[src/rtl/wf_fetch_seq.sv]
// wf_fetch_seq: read-side sequencer for the LSTM weight ROM.
// Walks a contiguous (wrapping) address window of a combinational ROM,
// registers each wide word and streams it out over valid/ready, then
// pulses done (and err for an out-of-range base address).
// Optional checksum of accepted words: define WF_CSUM_EN to build it;
// otherwise csum is tied to zero.
`timescale 1ns/1ps

module wf_fetch_seq #(
  parameter int D_WL      = 24,
  parameter int UNITS_NUM = 5,
  parameter int ADDR_W    = 8,
  parameter int DEPTH     = 156
) (
  input  logic                      clk,
  input  logic                      rst,
  input  logic                      start,
  input  logic [ADDR_W-1:0]         base_addr,
  input  logic [ADDR_W-1:0]         len,
  output logic                      busy,
  output logic [ADDR_W-1:0]         rom_addr,
  input  logic [UNITS_NUM*D_WL-1:0] rom_data,
  output logic                      w_valid,
  input  logic                      w_ready,
  output logic [UNITS_NUM*D_WL-1:0] w_data,
  output logic                      w_last,
  output logic                      done,
  output logic                      err,
  output logic [D_WL-1:0]           csum
);

  localparam int W = UNITS_NUM * D_WL;
  localparam logic [ADDR_W-1:0] LAST_ADDR = ADDR_W'(DEPTH - 1);

  typedef enum logic [1:0] {S_IDLE, S_RUN, S_DRAIN, S_DONE} state_t;

  state_t              state_q, state_d;
  logic [ADDR_W-1:0]   rom_addr_q;
  logic [ADDR_W-1:0]   remaining_q;
  logic [W-1:0]        w_data_q;
  logic                w_valid_q;
  logic                w_last_q;
  logic                err_flag_q;

  logic start_acc;
  logic base_bad;
  logic len_zero;
  logic load;
  logic hs;

  // Widen by one bit so the range check still works if DEPTH == 2**ADDR_W.
  assign base_bad  = {1'b0, base_addr} >= (ADDR_W+1)'(DEPTH);
  assign len_zero  = (len == '0);
  assign start_acc = (state_q == S_IDLE) && start;
  assign hs        = w_valid_q && w_ready;
  // A new word may enter the output register when it is empty or being drained this cycle.
  assign load      = (state_q == S_RUN) && (remaining_q != '0) && (!w_valid_q || w_ready);

  // FSM state register.
  always_ff @(posedge clk or posedge rst) begin
    if (rst) state_q <= S_IDLE;
    else     state_q <= state_d;
  end

  // FSM next-state logic.
  always_comb begin
    state_d = state_q;
    case (state_q)
      S_IDLE: begin
        if (start) begin
          if (len_zero || base_bad) state_d = S_DONE;
          else                      state_d = S_RUN;
        end
      end
      S_RUN: begin
        if (load && (remaining_q == ADDR_W'(1))) state_d = S_DRAIN;
      end
      S_DRAIN: begin
        if (hs) state_d = S_DONE;
      end
      S_DONE: state_d = S_IDLE;
      default: state_d = S_IDLE;
    endcase
  end

  // FSM outputs decoded from the current state.
  always_comb begin
    busy = (state_q != S_IDLE);
    done = (state_q == S_DONE);
    err  = (state_q == S_DONE) && err_flag_q;
  end

  // Address walker, word register and handshake state.
  always_ff @(posedge clk or posedge rst) begin
    if (rst) begin
      rom_addr_q  <= '0;
      remaining_q <= '0;
      w_data_q    <= '0;
      w_valid_q   <= 1'b0;
      w_last_q    <= 1'b0;
      err_flag_q  <= 1'b0;
    end else begin
      if (start_acc) begin
        err_flag_q <= base_bad;
        if (!base_bad && !len_zero) begin
          rom_addr_q  <= base_addr;
          remaining_q <= len;
        end
      end
      if (load) begin
        w_data_q    <= rom_data;
        w_valid_q   <= 1'b1;
        w_last_q    <= (remaining_q == ADDR_W'(1));
        remaining_q <= remaining_q - ADDR_W'(1);
        rom_addr_q  <= (rom_addr_q == LAST_ADDR) ? '0 : rom_addr_q + ADDR_W'(1);
      end else if ((state_q == S_DRAIN) && hs) begin
        w_valid_q <= 1'b0;
        w_last_q  <= 1'b0;
      end
    end
  end

  assign rom_addr = rom_addr_q;
  assign w_data   = w_data_q;
  assign w_valid  = w_valid_q;
  assign w_last   = w_last_q;

`ifdef WF_CSUM_EN
  logic [D_WL-1:0] lane_xor;
  logic [D_WL-1:0] csum_q;

  // XOR-fold all lanes of the word currently on the output.
  always_comb begin
    lane_xor = '0;
    for (int i = 0; i < UNITS_NUM; i++) begin
      lane_xor = lane_xor ^ w_data_q[i*D_WL +: D_WL];
    end
  end

  // Checksum accumulates every accepted word; restarts with each accepted command.
  always_ff @(posedge clk or posedge rst) begin
    if (rst)            csum_q <= '0;
    else if (start_acc) csum_q <= '0;
    else if (hs)        csum_q <= csum_q ^ lane_xor;
  end

  assign csum = csum_q;
`else
  assign csum = '0;
`endif

endmodule
[config.mk]
export PLATFORM = sky130hd
export DESIGN_NAME = wf_fetch_seq
export DESIGN_NICKNAME = d
export VERILOG_FILES = /design/src/rtl/wf_fetch_seq.sv
export SDC_FILE = /design/constraint.sdc
export NUM_CORES = 1
export LEC_CHECK = 0
export ABC_AREA = 1
export BUFFER_PORTS_ARGS = -buffer_cell sky130_fd_sc_hd__buf_2
export CORE_MARGIN = 4
export CORE_UTILIZATION = 50
export DETAILED_ROUTE_END_ITERATION = 12
export PLACE_DENSITY = 0.82
export SETUP_SLACK_MARGIN = 0.5
export SLEW_MARGIN = 20
export SYNTH_ARGS = -nofsm -noshare
export SYNTH_HDL_FRONTEND = slang
export SYNTH_SLANG_ARGS = --single-unit
[constraint.sdc]
create_clock -name clk -period 7.05 [get_ports clk]
set_clock_uncertainty 0.15 [all_clocks]
set_input_delay 1.0575 -clock clk [delete_from_list [all_inputs] [get_ports clk]]
set_output_delay 1.0575 -clock clk [all_outputs]
set_load 0.1 [all_outputs]
# Yosys cells after proc, flatten, opt, wreduce, memory -nomap -nowiden
# Cells that the tools add are included.
[totals] ramBits=0 input_bits=140 out_inout_bits=157 wordCells=55 romBits=0 latchBits=0 regBits=141 n_memories=0
[op_classes] eq_ne=8 order_cmp=1 n_reduce_logical=22 mux=15 addsub=2 n_div=0 bitwise_logic=0 mul=0 shift=0
[op_table] operator="8-bit two-way mux" n=7
[op_table] operator="8-bit by 1-bit adder with 8-bit output (second input constant)" n=1
[op_table] operator="8-bit by 1-bit == test with 1-bit output (second input constant)" n=1
[op_table] operator="8-bit == test (second input constant)" n=1
[op_table] operator="8-bit greater-or-equal comparator (second input constant)" n=1
[op_table] operator="1-bit logical AND" n=8
[op_table] operator="8-bit logical NOT" n=1
[op_table] operator="2-bit two-way mux" n=4
[op_table] operator="2-bit one-hot mux with 4 select lines" n=1
[op_table] operator="2-bit nonzero test" n=4
[op_table] operator="8-bit nonzero test" n=1
[op_table] operator="8-bit by 1-bit subtractor with 8-bit output (second input constant)" n=1
[op_table] operator="2-bit == test (second input constant)" n=2
[op_table] operator="2-bit != test (second input constant)" n=2
[op_table] operator="1-bit logical NOT" n=3
[op_table] operator="1-bit two-way mux" n=3
[op_table] operator="3-bit AND reduction" n=1
[op_table] operator="2-bit by 1-bit == test with 1-bit output (second input constant)" n=1
[op_table] operator="2-bit logical NOT" n=1
[op_table] operator="1-bit logical OR" n=2
[op_table] operator="2-bit by 1-bit != test with 1-bit output (second input constant)" n=1
[op_table] operator="2-bit AND reduction" n=1

# Depth between registers and ports, before layout
[depth] word_depth=6 mapped_depth=12 mapped_depth_nobuf=11

# Least setup slack after synthesis
# No wires, ideal clock.
[synth_path] kind="reg-to-output" startpoint="register state_q[0]" endpoint="output port err" stages_incl_launch_ff=4 n_path_buf=0 required_time_ns=5.843 t_arrival_ns=1.905 setup_slack_ns=3.938 cell_sequence="dfrtp_1 > ha_1 > nand2_1 > inv_1"
[synth_between] elab_chain_len=2
[synth_lines] item="start: declaration" line_no="37" source="state_t state_q, state_d;"
[synth_lines] item="start signal: assignment" line_no="62" source="else state_q <= state_d;"
[synth_lines] item="2-bit == test"
[synth_lines] item="via done" line_no="27" source="output logic done,"
[synth_lines] item="1-bit logical AND" line_no="90" source="err = (state_q == S_DONE) && err_flag_q;"
[synth_lines] item="end: declaration" line_no="28" source="output logic err,"
# The timed path passes the listed nets, and every way through them passes these cells.

# Final worst setup path
[layout_path] startpoint="input port w_ready" endpoint="register rom_addr_q[6], in the netlist rom_addr[6]"
[layout_between] elab_chain_len=4 elab_cells_between_ends=6 cone_classes="mux (1); reduce/logical (5)"
[layout_lines] item="start: declaration" line_no="24" source="input logic w_ready,"
[layout_lines] item="1-bit logical OR *" line_no="57" source="assign load = (state_q == S_RUN) && (remaining_q != '0) && (!w_valid_q || w_ready);"
[layout_lines] item="1-bit logical AND *" line_no="57"
[layout_lines] item="2-bit nonzero test (no source line)"
[layout_lines] item="2-bit AND reduction (no source line)"
[layout_lines] item="end signal: assignment" line_no="106" source="rom_addr_q <= base_addr;"
[layout_lines] item="end signal: assignment" line_no="115" source="rom_addr_q <= (rom_addr_q == LAST_ADDR) ? '0 : rom_addr_q + ADDR_W'(1);"
[layout_lines] item="end: declaration" line_no="38" source="logic [ADDR_W-1:0] rom_addr_q;"
# Every way passes the cells marked *; elsewhere a longest branch is shown, timed or not.
# A chain may end at the register's enable or synchronous reset.

==> qor.yml <==
nets: 1186
max_freq_ghz: 0.301
place_inst: 1187
area_growth_pct: 29.6
synth-adder-area-share_pct: 1.58
critPathKind: "in -> reg"
cts_buffer_depth: 2
gp_congestion: 0.827
required_ps: 7190
ys_types: 26
num_antenna_cells: 0
track_usage_pct: 22.7
die-area_um2: 14500
cts.repair.resized: 0
yosys_warnings: 0
grt_max_degree: 145
tightest_slew_ps: 874
placed_area_um2: 7580
synth_compound_gate_area_share_pct: 1.01
die_w_um: 120
cap_violations: 0
worst-path-max-fanout: 144
synth_xor_area_share_pct: 0.831
fp.coreArea_um2: 12200
r2r-start: "remaining_q[0]$_DFFE_PP0P_"
stdcell_area_um2: 8190
tns_ps: 0
drive_above_1_share_pct: 30.3
path_cells: "buf_2 -> inv_1 -> a21boi_2 -> nand2_8 -> clkinv_2 -> buf_4 -> nand2_1 -> nand2_1 -> nand2_1 -> nand2_1"
hold_violations: 0
r2r_end: "rom_addr[6]$_DFFE_PP0P_"
crit_arrival_ps: 3470
regToRegSetupSlack_ps: 3760
synth_cells: 776
cp_common_cell: "nand2_1"
min_to: "w_last$_DFFE_PP0P_"
hold_start: "w_last$_DFFE_PP0P_"
period_minus_slack_ps: 3320
cts_sinks: 141
min_path_cells: 2
route.antenna.remaining_nets: 0
ys_ff_latch: 141
clkLatencyLatePin_ps: 410
relSlewSlack_pct: 41.8
synth.area.mux_share_pct: 0
drt-initial-drc-count: 398
synth_top_flop_cell: "dfrtp_1"
drt-total-wl_um: 16600
synth_edf_count: 0
synth_simple_gate_area_share_pct: 31.7
ff2ff_path_depth: 12
fin_cells: 1219
io_buffers: 272
mostFrequentLayoutCell: "nand2_1"
cpMaxStageDelayCell: "clkinv_2"
syn-cell-area_um2: 6320
fp.dieH_um: 120
clk_pin_slew_ps: 60
status: "finished, final reports clean"
drc_errors: 0
setup_viol: 0
hpwl_um: 11700
drt_pre_antenna_iters: 5
slowest_delay_ps: 630
io_pins: 297
seq_area_frac_synth_pct: 55.8
wl_per_cell_um: 13.6
htree_levels: 4
post-route-period-util_pct: 47.1
rsz0062_at_grt: "false"
tritoncts: "built"
via_per_inst: 4.68
grt-ovfl-total: 0
end_kind: "flip-flop"
synth_top_family_by_area: "simple AND/OR/NAND/NOR gates"
floorplan.initialDensity_pct: 51.8
numCtsBuffers: 17
cts-root-buf: "clkbuf_16"
avgSynthCellArea_um2: 8.15
ctsHoldBuffers: 0
final_cell_mix: "458 x nand2_1, 272 x buf_2, 141 x dfrtp_1"
grt_pass1_wl_um: 25900
synthArstFlopShare_pct: 100
cp-start-kind: "primary input"
grt_pass1_vias: 5463
min_path_type: "reg -> reg"
finalMaxSlewViolations: 0
num_vias: 5704
rows: 40
antenna_found_initial: 0
post-cts-setup-buffers: 0
Yosys cell counts (2+ instances only):
cell type / count / area, µm²
buf_2: 13 / 65.1
buf_4: 27 / 203
buf_6: 12 / 135
clkbuf_1: 2 / 7.51
dfrtp_1: 141 / 3530
ha_1: 8 / 100
inv_1: 34 / 128
inv_2: 4 / 15.0
nand2_1: 458 / 1720
nand2_2: 2 / 12.5
nand3_1: 21 / 105
nand4_1: 2 / 12.5
nor2_1: 26 / 97.6
nor3_1: 2 / 10.0
o21ai_0: 8 / 40.0
or2_2: 2 / 12.5
xnor2_1: 2 / 17.5
xor2_1: 4 / 35.0
per-stage QoR:
step	utilization, %	setup slack [ps]	hold slack (ps)
4_1_cts	67.1	3830	322
6_report	67.1	3730	319
3_5_place_dp	62.1	3400	307
2_1_floorplan	-	2060	324
3_3_place_gp	62.1	3450	306
5_1_grt	67.1	3540	336
cell type report:
cell class / instances / area (µm²)
Multi-Input combinational cell: 565 / 2310
Inverter: 38 / 149
Tap cell: 168 / 210
Timing Repair Buffer: 275 / 1380
Clock inverter: 10 / 135
Sequential cell: 141 / 3530
Clock buffer: 22 / 474
Fill cell: 1035 / 4020
worst max-delay path, delay by kind of cell:
family                 cells  cell delay (ps)
buffers and inverters      4             1260
AND/OR/NAND/NOR            5              890
AO/OA/AOI/OAI              1              110
sequential cells by signal (all words and copies together), names as in the netlist:
name	count
rom_addr	8
state_q	2
w_data	120
w_valid	1
w_last	1
remaining_q	8
err_flag_q	1
logic make-up after synthesis:
logic type               Yosys count
AO/OA/AOI/OAI                     11
XOR/XNOR                           6
flip-flops                       141
adder cells (fa/ha/maj)            8
other                              1
AND/OR/NAND/NOR                  516
buffers and inverters             93
worst max-delay path by stage:
stage / from / to / slack (ps) / depth (start not counted)
after CTS: remaining_q[0]$_DFFE_PP0P_ / rom_addr[6]$_DFFE_PP0P_ / 3830 / 12
after detailed placement: w_ready / remaining_q[5]$_DFFE_PP0P_ / 3400 / 10
after global routing: remaining_q[1]$_DFFE_PP0P_ / remaining_q[5]$_DFFE_PP0P_ / 3540 / 12
after global placement: w_ready / remaining_q[5]$_DFFE_PP0P_ / 3450 / 10
after floorplan: rst / err_flag_q$_DFFE_PP0P_ / 2060 / 1
final: w_ready / rom_addr[6]$_DFFE_PP0P_ / 3730 / 10
metal layers:
metal  GRT usage, %  up-vias  share of wire, %
met5              0        -                 0
met4           8.78        0               2.7
met3           7.11       36               7.6
met2           38.1      220                50
met1           27.2     2648                40
li1               -     2800                 -
Power is not shown: default switching activity piles up to over one toggle a cycle in this logic, so the estimate is an artifact.
